File: src/rtl/fpmul_pkg.sv
// Shared types and sizing helpers for the iterative floating-point multiplier.
package fpmul_pkg;

  typedef enum logic [1:0] {IDLE, MUL, DONE} state_t;

  // Special-operand flags captured when an operation is accepted.
  typedef struct packed {
    logic a_nan;
    logic b_nan;
    logic a_inf;
    logic b_inf;
    logic a_z;
    logic b_z;
  } spcl_t;

  function automatic int bias(input int exw);
    return (1 << (exw - 1)) - 1;
  endfunction

  function automatic logic [63:0] qnan_fract(input int fmw);
    return 64'd1 << (fmw - 1);
  endfunction

  function automatic int iterations(input int sw, input int bpc);
    return (sw + bpc - 1) / bpc;
  endfunction

endpackage

File: src/rtl/fp_decomp_n.sv
// Splits an IEEE-754 operand into sign, exponent, significand and class flags.
// FPMUL_DENORMAL_EN keeps denormals as values; otherwise exponent zero means zero.
module fp_decomp_n
  import fpmul_pkg::*;
#(
  parameter int EXW = 8,
  parameter int FMW = 23
) (
  input  logic [EXW+FMW:0] x,
  output logic             sgn,
  output logic [EXW-1:0]   exp,
  output logic [FMW:0]     fract,
  output logic             xz,
  output logic             vz,
  output logic             inf,
  output logic             nan
);

  logic [EXW-1:0] xe;
  logic [FMW-1:0] f;
  logic           fz;
  logic           xo;

  assign xe    = x[EXW+FMW-1:FMW];
  assign f     = x[FMW-1:0];
  assign fz    = (f == '0);
  assign xo    = &xe;

  assign sgn   = x[EXW+FMW];
  assign exp   = xe;
  assign xz    = ~|xe;
  assign fract = {~xz, f};
  assign inf   = xo & fz;
  assign nan   = xo & ~fz;

`ifdef FPMUL_DENORMAL_EN
  assign vz = xz & fz;
`else
  assign vz = xz;
`endif

endmodule

File: src/rtl/fp_multiply_seq.sv
// Iterative FP multiplier: N+1 cycles to result (1 on zero/Inf/NaN), result held until out_ready.
// FPMUL_DENORMAL_EN enables denormal operands and keeps the significand on underflow.
module fp_multiply_seq
  import fpmul_pkg::*;
#(
  parameter int EXW = 8,
  parameter int FMW = 23,
  parameter int BPC = 4
) (
  input  logic                  clk,
  input  logic                  rst_n,
  input  logic                  ce,
  input  logic                  in_valid,
  output logic                  in_ready,
  input  logic [EXW+FMW:0]      a,
  input  logic [EXW+FMW:0]      b,
  output logic                  out_valid,
  input  logic                  out_ready,
  output logic                  o_sign,
  output logic [EXW-1:0]        o_exp,
  output logic [2*(FMW+1)-1:0]  o_sig,
  output logic                  sign_exe,
  output logic                  inf,
  output logic                  overflow,
  output logic                  underflow,
  output logic                  nan_out
);

  localparam int              SW      = FMW + 1;
  localparam int              N       = iterations(SW, BPC);
  localparam int              CW      = $clog2(N + 1);
  localparam int              BIAS_I  = bias(EXW);
  localparam logic [63:0]     QNAN    = qnan_fract(FMW);
  localparam logic [EXW+1:0]  BIAS_V  = BIAS_I[EXW+1:0];
  localparam logic [FMW-1:0]  INF0_F  = QNAN[FMW-1:0] | {{(FMW-3){1'b0}}, 3'b100};

  logic           a_sgn, b_sgn, a_xz, b_xz, a_vz, b_vz;
  logic           a_inf, b_inf, a_nan, b_nan;
  logic [EXW-1:0] a_exp, b_exp, a_xe, b_xe;
  logic [SW-1:0]  a_fr, b_fr;

  fp_decomp_n #(.EXW(EXW), .FMW(FMW)) u_dec_a (
    .x(a), .sgn(a_sgn), .exp(a_exp), .fract(a_fr),
    .xz(a_xz), .vz(a_vz), .inf(a_inf), .nan(a_nan)
  );

  fp_decomp_n #(.EXW(EXW), .FMW(FMW)) u_dec_b (
    .x(b), .sgn(b_sgn), .exp(b_exp), .fract(b_fr),
    .xz(b_xz), .vz(b_vz), .inf(b_inf), .nan(b_nan)
  );

  // A nonzero operand with a zero exponent field is a denormal: effective exponent 1.
  assign a_xe = a_exp | {{(EXW-1){1'b0}}, a_xz & ~a_vz};
  assign b_xe = b_exp | {{(EXW-1){1'b0}}, b_xz & ~b_vz};

  logic [EXW+1:0] ex1_dec;
  spcl_t          dec_sp;
  logic           early;

  assign ex1_dec = (a_vz | b_vz) ? '0 : ({2'b00, a_xe} + {2'b00, b_xe} - BIAS_V);
  assign dec_sp  = {a_nan, b_nan, a_inf, b_inf, a_vz, b_vz};
  assign early   = |dec_sp;

  state_t          state, state_nxt;
  logic            load, step, fin;
  logic [CW-1:0]   cnt;
  logic [2*SW-1:0] mcand, acc, acc_nxt, pp;
  logic [SW-1:0]   mplier;
  logic            sgn_r, sexe_r;
  logic [EXW+1:0]  ex1_r;
  spcl_t           sp_r;

  assign in_ready  = (state == IDLE);
  assign out_valid = (state == DONE);

  always_comb begin
    state_nxt = state;
    load      = 1'b0;
    step      = 1'b0;
    fin       = 1'b0;
    case (state)
      IDLE: if (in_valid && ce) begin
        load      = 1'b1;
        state_nxt = early ? DONE : MUL;
      end
      MUL: if (ce) begin
        step = 1'b1;
        if (cnt == CW'(1)) begin
          fin       = 1'b1;
          state_nxt = DONE;
        end
      end
      DONE: if (out_ready && ce) state_nxt = IDLE;
      default: state_nxt = IDLE;
    endcase
  end

  always_ff @(posedge clk or negedge rst_n) begin
    if (!rst_n) state <= IDLE;
    else        state <= state_nxt;
  end

  // The multiplicand register shifts left with each retired digit, so no barrel shifter.
  assign pp      = mcand * {{(2*SW-BPC){1'b0}}, mplier[BPC-1:0]};
  assign acc_nxt = acc + pp;

  always_ff @(posedge clk or negedge rst_n) begin
    if (!rst_n) begin
      cnt    <= '0;
      mcand  <= '0;
      mplier <= '0;
      acc    <= '0;
      sgn_r  <= 1'b0;
      sexe_r <= 1'b0;
      ex1_r  <= '0;
      sp_r   <= '0;
    end else if (load) begin
      sgn_r  <= a_sgn ^ b_sgn;
      sexe_r <= a_sgn & b_sgn;
      ex1_r  <= ex1_dec;
      sp_r   <= dec_sp;
      mcand  <= {{SW{1'b0}}, a_fr};
      mplier <= b_fr;
      acc    <= '0;
      cnt    <= CW'(N);
    end else if (step) begin
      acc    <= acc_nxt;
      mcand  <= mcand << BPC;
      mplier <= mplier >> BPC;
      cnt    <= cnt - CW'(1);
    end
  end

  // Result is composed from live decode on early exit, from registered state after MUL.
  logic            idle, c_sgn, c_sexe;
  spcl_t           c_sp;
  logic [EXW+1:0]  c_ex1;
  logic [2*SW-1:0] c_prod;

  assign idle   = (state == IDLE);
  assign c_sgn  = idle ? (a_sgn ^ b_sgn) : sgn_r;
  assign c_sexe = idle ? (a_sgn & b_sgn) : sexe_r;
  assign c_sp   = idle ? dec_sp : sp_r;
  assign c_ex1  = idle ? ex1_dec : ex1_r;
  assign c_prod = idle ? '0 : acc_nxt;

  logic            under, over, r_nan;
  logic [EXW-1:0]  r_exp;
  logic [2*SW-1:0] r_sig;

  // NaN payloads read the live operands: NaN flags are only ever set on the accept cycle.
  always_comb begin
    under = c_ex1[EXW+1];
    over  = (&c_ex1[EXW-1:0] | c_ex1[EXW]) & ~under;
    r_exp = c_ex1[EXW-1:0];
    r_sig = c_prod;
    r_nan = 1'b0;
    if (c_sp.a_nan) begin
      r_exp = '1;
      r_sig = {2'b11, a[FMW-2:0], {SW{1'b0}}};
      r_nan = 1'b1;
    end else if (c_sp.b_nan) begin
      r_exp = '1;
      r_sig = {2'b11, b[FMW-2:0], {SW{1'b0}}};
      r_nan = 1'b1;
    end else if ((c_sp.a_inf & c_sp.b_z) | (c_sp.b_inf & c_sp.a_z)) begin
      r_exp = '1;
      r_sig = {1'b1, INF0_F, {SW{1'b0}}};
      r_nan = 1'b1;
    end else if (c_sp.a_inf | c_sp.b_inf | over) begin
      r_exp = '1;
      r_sig = '0;
    end else if (under) begin
`ifndef FPMUL_DENORMAL_EN
      r_sig = '0;
`endif
    end
  end

  always_ff @(posedge clk or negedge rst_n) begin
    if (!rst_n) begin
      o_sign    <= 1'b0;
      o_exp     <= '0;
      o_sig     <= '0;
      sign_exe  <= 1'b0;
      inf       <= 1'b0;
      overflow  <= 1'b0;
      underflow <= 1'b0;
      nan_out   <= 1'b0;
    end else if ((load && early) || fin) begin
      o_sign    <= c_sgn;
      o_exp     <= r_exp;
      o_sig     <= r_sig;
      sign_exe  <= c_sexe;
      inf       <= over;
      overflow  <= over;
      underflow <= under;
      nan_out   <= r_nan;
    end
  end

endmodule
File: config.mk
export PLATFORM = sky130hd
export DESIGN_NAME = fp_multiply_seq
export DESIGN_NICKNAME = d
export VERILOG_FILES = /design/src/rtl/fpmul_pkg.sv /design/src/rtl/fp_decomp_n.sv /design/src/rtl/fp_multiply_seq.sv
export SDC_FILE = /design/constraint.sdc
export NUM_CORES = 1
export LEC_CHECK = 0
export ABC_AREA = 1
export BUFFER_PORTS_ARGS = -buffer_cell sky130_fd_sc_hd__buf_2
export CAP_MARGIN = 20
export CORE_MARGIN = 2
export CORE_UTILIZATION = 55
export CTS_BUF_LIST = sky130_fd_sc_hd__clkbuf_4
export CTS_CLUSTER_SIZE = 24
export DETAILED_ROUTE_END_ITERATION = 8
export GPL_TIMING_DRIVEN = 0
export HOLD_SLACK_MARGIN = 0.02
export PLACE_DENSITY_LB_ADDON = 0.3
export SETUP_SLACK_MARGIN = 0.1
export SYNTH_ARGS = -nofsm -noshare
export SYNTH_HDL_FRONTEND = slang
export SYNTH_SLANG_ARGS = --single-unit
File: constraint.sdc
create_clock -name clk -period 8.2 [get_ports clk]
set_input_delay 1.23 -clock clk [delete_from_list [all_inputs] [get_ports clk]]
set_output_delay 1.23 -clock clk [all_outputs]
set_load 0.03 [all_outputs]
After elaboration in Yosys (flattened, before gate mapping)
Cells that the tools add are included.
Storage, ports and cells
  register bits: 204
  input port bits: 69
  output and inout port bits: 64
Cells by class
  $add $sub $neg: 4
  multiply operators: 1
  eq/ne operators: 7
  multiplexer cells: 39
  bitwise gates (word level): 17
  reduce and logical (&&, ||, !) cells: 17
Operators by type and width (number)
  $mux W48: 10
  $add A48 B48 Y48: 1
  $mul A48 B4 Y48: 1
  $mux W24: 2
  $logic_not A23 Y1: 2
  $mux W8: 4
  $reduce_and A8 Y1: 3
  $mux W10: 2
  $reduce_or A8 Y1: 2
  $mux W1: 12
  $mux W2: 5
  $sub A9 B7 Y10 const B: 1
  $add A8 B8 Y9: 1
  $and A1 B1 Y1: 8
  $mux W3: 2
  $mux W6: 1
  $pmux W2 S3: 1
  $reduce_or A6 Y1: 1
  $or A1 B1 Y1: 5
  $ne A2 B1 Y1 const B: 2
  $ne A2 B2 Y1 const B: 2
  $reduce_and A4 Y1: 1
  $eq A3 B1 Y1 const B: 1
  $logic_and A1 B1 Y1: 3
  other kinds (9): 12

Longest topological paths before layout
  word-level depth: 13
  mapped depth: 26

Hierarchy
Synthesis repeated with hierarchy kept, for this count alone.
Second synthesis, totals
  cell total of the unflattened synthesis: 2567
  area total of the unflattened synthesis: 18337.6 um^2
Modules (own cells, without submodules)
  fp_multiply_seq: instances 1, cells each 2425, area an instance 17536.8 um^2, sequential area each 5104.9 um^2
  fp_decomp_n: instances 2, cells each 71, area an instance 400.4 um^2, sequential area each 0.0 um^2

Least setup slack after synthesis
OpenSTA, ideal clock, no wires.
  kind: reg-to-reg
  start: register mplier[2]
  end: register o_sig[39]
  library setup time: 0.066 ns
  arrival time: 4.136 ns
  required time: 8.134 ns
  slack: 3.999 ns
  cell stages (with the launch flop): 23
  buffers on the path: 2
  path through: dfrtp_1 clkbuf_1 clkbuf_1 nand2_1 fa_1 fa_1 fa_1 inv_1 ha_1 nand2_1 o21ai_0 nand2_1 nand2_1 nand3_1 nand2_1 nand2_1 nand2_1 nand3_1 nand3b_1 nand3_1 o21ai_0 nand2_1 nand2_1
On the way
  longest elaborated chain between the ends: 8
RTL lines
  start, declared: line fp_multiply_seq.sv:68  | logic [SW-1:0] mplier;
  start signal, assigned: line fp_multiply_seq.sv:123  | mplier <= b_fr;
  start signal, assigned: line fp_multiply_seq.sv:129  | mplier <= mplier >> BPC;
  $mul A48 B4 Y48: line fp_multiply_seq.sv:104  | assign pp = mcand * {{(2*SW-BPC){1'b0}}, mplier[BPC-1:0]};
  $add A48 B48 Y48: line fp_multiply_seq.sv:105  | assign acc_nxt = acc + pp;
  $mux W48: line fp_multiply_seq.sv:145  | assign c_prod = idle ? '0 : acc_nxt;
  $mux W48: line fp_multiply_seq.sv:173  | end else if (under) begin
  $mux W48: line fp_multiply_seq.sv:170  | end else if (c_sp.a_inf | c_sp.b_inf | over) begin
  $mux W48: line fp_multiply_seq.sv:166  | end else if ((c_sp.a_inf & c_sp.b_z) | (c_sp.b_inf & c_sp.a_z)) begin
  $mux W48: line fp_multiply_seq.sv:162  | end else if (c_sp.b_nan) begin
  $mux W48: line fp_multiply_seq.sv:158  | if (c_sp.a_nan) begin
  end signal, assigned: line fp_multiply_seq.sv:193  | o_sig <= r_sig;
  end, declared: line fp_multiply_seq.sv:21  | output logic [2*(FMW+1)-1:0] o_sig,
Every way passes these cells.
A chain may end at the register's enable or synchronous reset.

Worst setup path in the final report
  start: register mplier[3]
  end: register o_sig[46]
The elaborated chain is that of the path after synthesis.

==> impl_metrics.env <==
export IMPL_antenna_found_initial=2
export IMPL_required_ns=8.90
export IMPL_yosysTopAreaCellShare_pct=29.1
export IMPL_fin_crit_ns=6.16
export IMPL_drt_iter0_drc=1533
export IMPL_cts_setup_buffers=0
export IMPL_die_h_um=183
export IMPL_fin_skew_ns=0.0626
export IMPL_hold_class="primary input to async pin"
export IMPL_fmax_ghz=0.162
export IMPL_grtUsageTotal_pct=37.0
export IMPL_dieArea_um2=33300
export IMPL_start_kind="flop"
export IMPL_crit_fanout=10
export IMPL_maxSlewHeadroom_pct=36.3
export IMPL_gp_congestion=1.05
export IMPL_worst_pin_slew_ns=0.956
export IMPL_cts_made_buffers=58
export IMPL_syn_area_um2=17500
export IMPL_cts_clk_slew_worst_paths_ns=0.07
export IMPL_fp_row_count=65
export IMPL_drive_gt1_share_pct=10.0
export IMPL_clkSinkCount=204
export IMPL_rsz0062_at_grt="no"
export IMPL_synth_nets=2685
export IMPL_dp_cells=2947
export IMPL_cts_hold_buf=0
export IMPL_start_util_pct=55.7
export IMPL_grt_pass1_vias=16700
export IMPL_layout_nets=2878
export IMPL_setup_viol=0
export IMPL_post_route_period_util_pct=75.1
export IMPL_r2r_start="mplier[3]$_DFFE_PN0P_"
export IMPL_cap_violations=0
export IMPL_ioPinCount=133
export IMPL_worstSetupPathType="flop to flop"
export IMPL_synth_area_top_cells="dfrtp_1 (29%), fa_1 (15%), nand2_1 (12%), inv_1 (12%), ha_1 (4.9%)"
export IMPL_synth_area_leader_cell="dfrtp_1"
export IMPL_cts_tree="done"
export IMPL_route_detailed_drc=0
export IMPL_post_dp_hpwl_um=48700
export IMPL_grt_pass1_wl_um=92800
export IMPL_vias=16800
export IMPL_wl_per_cell_um=19.6
export IMPL_cts_resized=0
export IMPL_r2r_slack_ns=2.04
export IMPL_yosysUniqueCellTypes=51
export IMPL_status="complete, no violations"
export IMPL_worst_path_max_delay_cell="buf_1"
export IMPL_grt_overflow=0
export IMPL_cp_data_arrival_time_ns=6.86
export IMPL_seq_area_um2=5100
export IMPL_fill_cells=2970
export IMPL_ant_nets=0
export IMPL_clock_latency_ns=0.83
export IMPL_area_growth_pct=10.9
export IMPL_slew_viol_final=0
export IMPL_worstPathCellList="clkbuf_1 -> buf_1 -> nand2_1 -> fa_1 -> fa_1 -> fa_1 -> inv_1 -> ha_1 -> a21oi_1 -> nand2_1 -> nand2_1 -> nand2_1 -> nand4_1 -> nand3_1 -> nand2_1 -> nand2_1 -> a21oi_1 -> xor2_1 -> nand2_1 -> a21oi_1"
export IMPL_grt_max_degree=121
export IMPL_multi_input_area_um2=9940
export IMPL_max_stage_delay_ns=0.75
export IMPL_synthCells=2412
export IMPL_ys_ff_latch=204
export IMPL_crit_start="mplier[3]$_DFFE_PN0P_"
export IMPL_htree_levels=2
export IMPL_critPathCaptureType="flop"
export IMPL_postSynthAreaPerCell_um2=7.27
export IMPL_dr_pass1_iters=6
export IMPL_ys_seq_area_share_pct=29.1
export IMPL_core_um2=31500
export IMPL_wirelength_um=59900
export IMPL_synth_warnings=0
export IMPL_setup_tns_ns=0
export IMPL_path_common_cell="nand2_1"
export IMPL_hold_viol=0
export IMPL_die_w_um=183
export IMPL_clock_root_buffer="clkbuf_4"
export IMPL_finalNonFillerCells=3050
export IMPL_via_per_inst=5.51
export IMPL_ctsLongestPathBuffers=3
export IMPL_port_buffers=132
## state kept, by name, summed over array words and instances, names as in the netlist
signal / flops
state: 2
sign_exe: 1
nan_out: 1
cnt: 3
ex1_r: 10
o_sign: 1
o_exp: 8
sexe_r: 1
o_sig: 48
acc: 48
mplier: 24
sgn_r: 1
sp_r: 6
underflow: 1
mcand: 48
overflow: 1
## cells in the mapped netlist (all sizes together)
cell	count
a211oi	1
a21boi	7
a21o	3
a21oi	139
a221oi	1
a22oi	1
a31oi	9
a32o	3
and2	1
and3	1
buf	19
clkbuf	64
clkinv	1
dfrtp	204
fa	135
ha	69
inv	568
nand2	583
nand3	72
nand3b	12
nand4	21
nor2	170
nor3	16
o211a	1
o211ai	1
o21a	6
o21ai	176
o21bai	10
o22ai	66
o311ai	1
o31ai	5
or2	8
xnor2	20
xor2	18
## per-stage QoR
step	utilization, %	hold slack [ns]	setup slack [ns]	cell area (um^2)
3_5_place_dp	59.5	0.460	2.26	18700
3_3_place_gp	59.4	0.454	2.31	18700
5_1_grt	61.8	0.411	1.77	19500
6_report	61.8	0.382	2.04	19500
4_1_cts	61.8	0.365	2.22	19400
2_1_floorplan	-	0.442	4.00	17500
## path summary, 6_finish.rpt
path                                         end  depth (start not counted)
min in group clk           o_sig[21]$_DFFE_PN0P_                          2
setup reg to reg           o_sig[46]$_DFFE_PN0P_                         20
max in group asynchronous  o_sig[25]$_DFFE_PN0P_                          2
hold reg to reg            o_sig[21]$_DFFE_PN0P_                          2
setup / recovery           o_sig[46]$_DFFE_PN0P_                         20
hold / removal                acc[9]$_DFFE_PN0P_                          1
## routing by layer
layer,vias to the layer above,global-route usage [%],share of wire (%)
li1,7821,-,-
met1,7975,49.9,41
met2,855,57.6,45
met3,165,7.76,9.3
met4,0,16.8,4.5
met5,-,0,0
## cells by family (layout without fill, tap and decap cells)
family                     count (synthesis)  in the layout  share of synthesized area, %
AOI/OAI and AO/OA                        430            430                          13.9
xor gates and xnor gates                  38             38                          1.90
adders and majority gates                204            204                          20.3
buffers and inverters                    652            886                          14.2
DFF                                      204            204                          29.1
other                                      0              2                             0
and+or+nand+nor                          884            884                          20.5
## worst max-delay path: cells and delay by family (launching register included)
| kind | cells | cell delay (ns) |
|---|---|---|
| compound gates | 3 | 0.76 |
| xor+xnor | 1 | 0.38 |
| fa+ha+maj | 4 | 1.84 |
| buf+inv | 3 | 1.29 |
| flops | 1 | 0.32 |
| simple gates | 9 | 1.41 |
## placed cells by master (no fill, tap or decap), types with 9 or more instances in the layout
cell type  count
a21oi_1      139
a31oi_1        9
buf_1         10
buf_2        132
clkbuf_1      63
clkbuf_4      71
clkinv_1      21
dfrtp_1      204
fa_1         135
ha_1          69
inv_1        562
nand2_1      580
nand3_1       71
nand3b_1      12
nand4_1       21
nor2_1       167
nor3_1        15
o21ai_0      147
o21ai_1        9
o21ai_2       20
o21bai_1      10
o22ai_1       66
xnor2_1       20
xor2_1        18
## cell type report
cell class              instances  area share (%)
inverters                     569            11.0
flip-flops and latches        204            26.2
multi-input cells            1556            51.1
clock inverters                30           0.926
well taps                     402            2.59
repair buffers                133            3.59
diodes                          2          0.0257
plain buffers                  83            1.83
clock buffers                  71            2.74
Power is left out: the tool's default activity adds up to more than one toggle a clock period on the data nets, which glitch-free logic cannot reach.
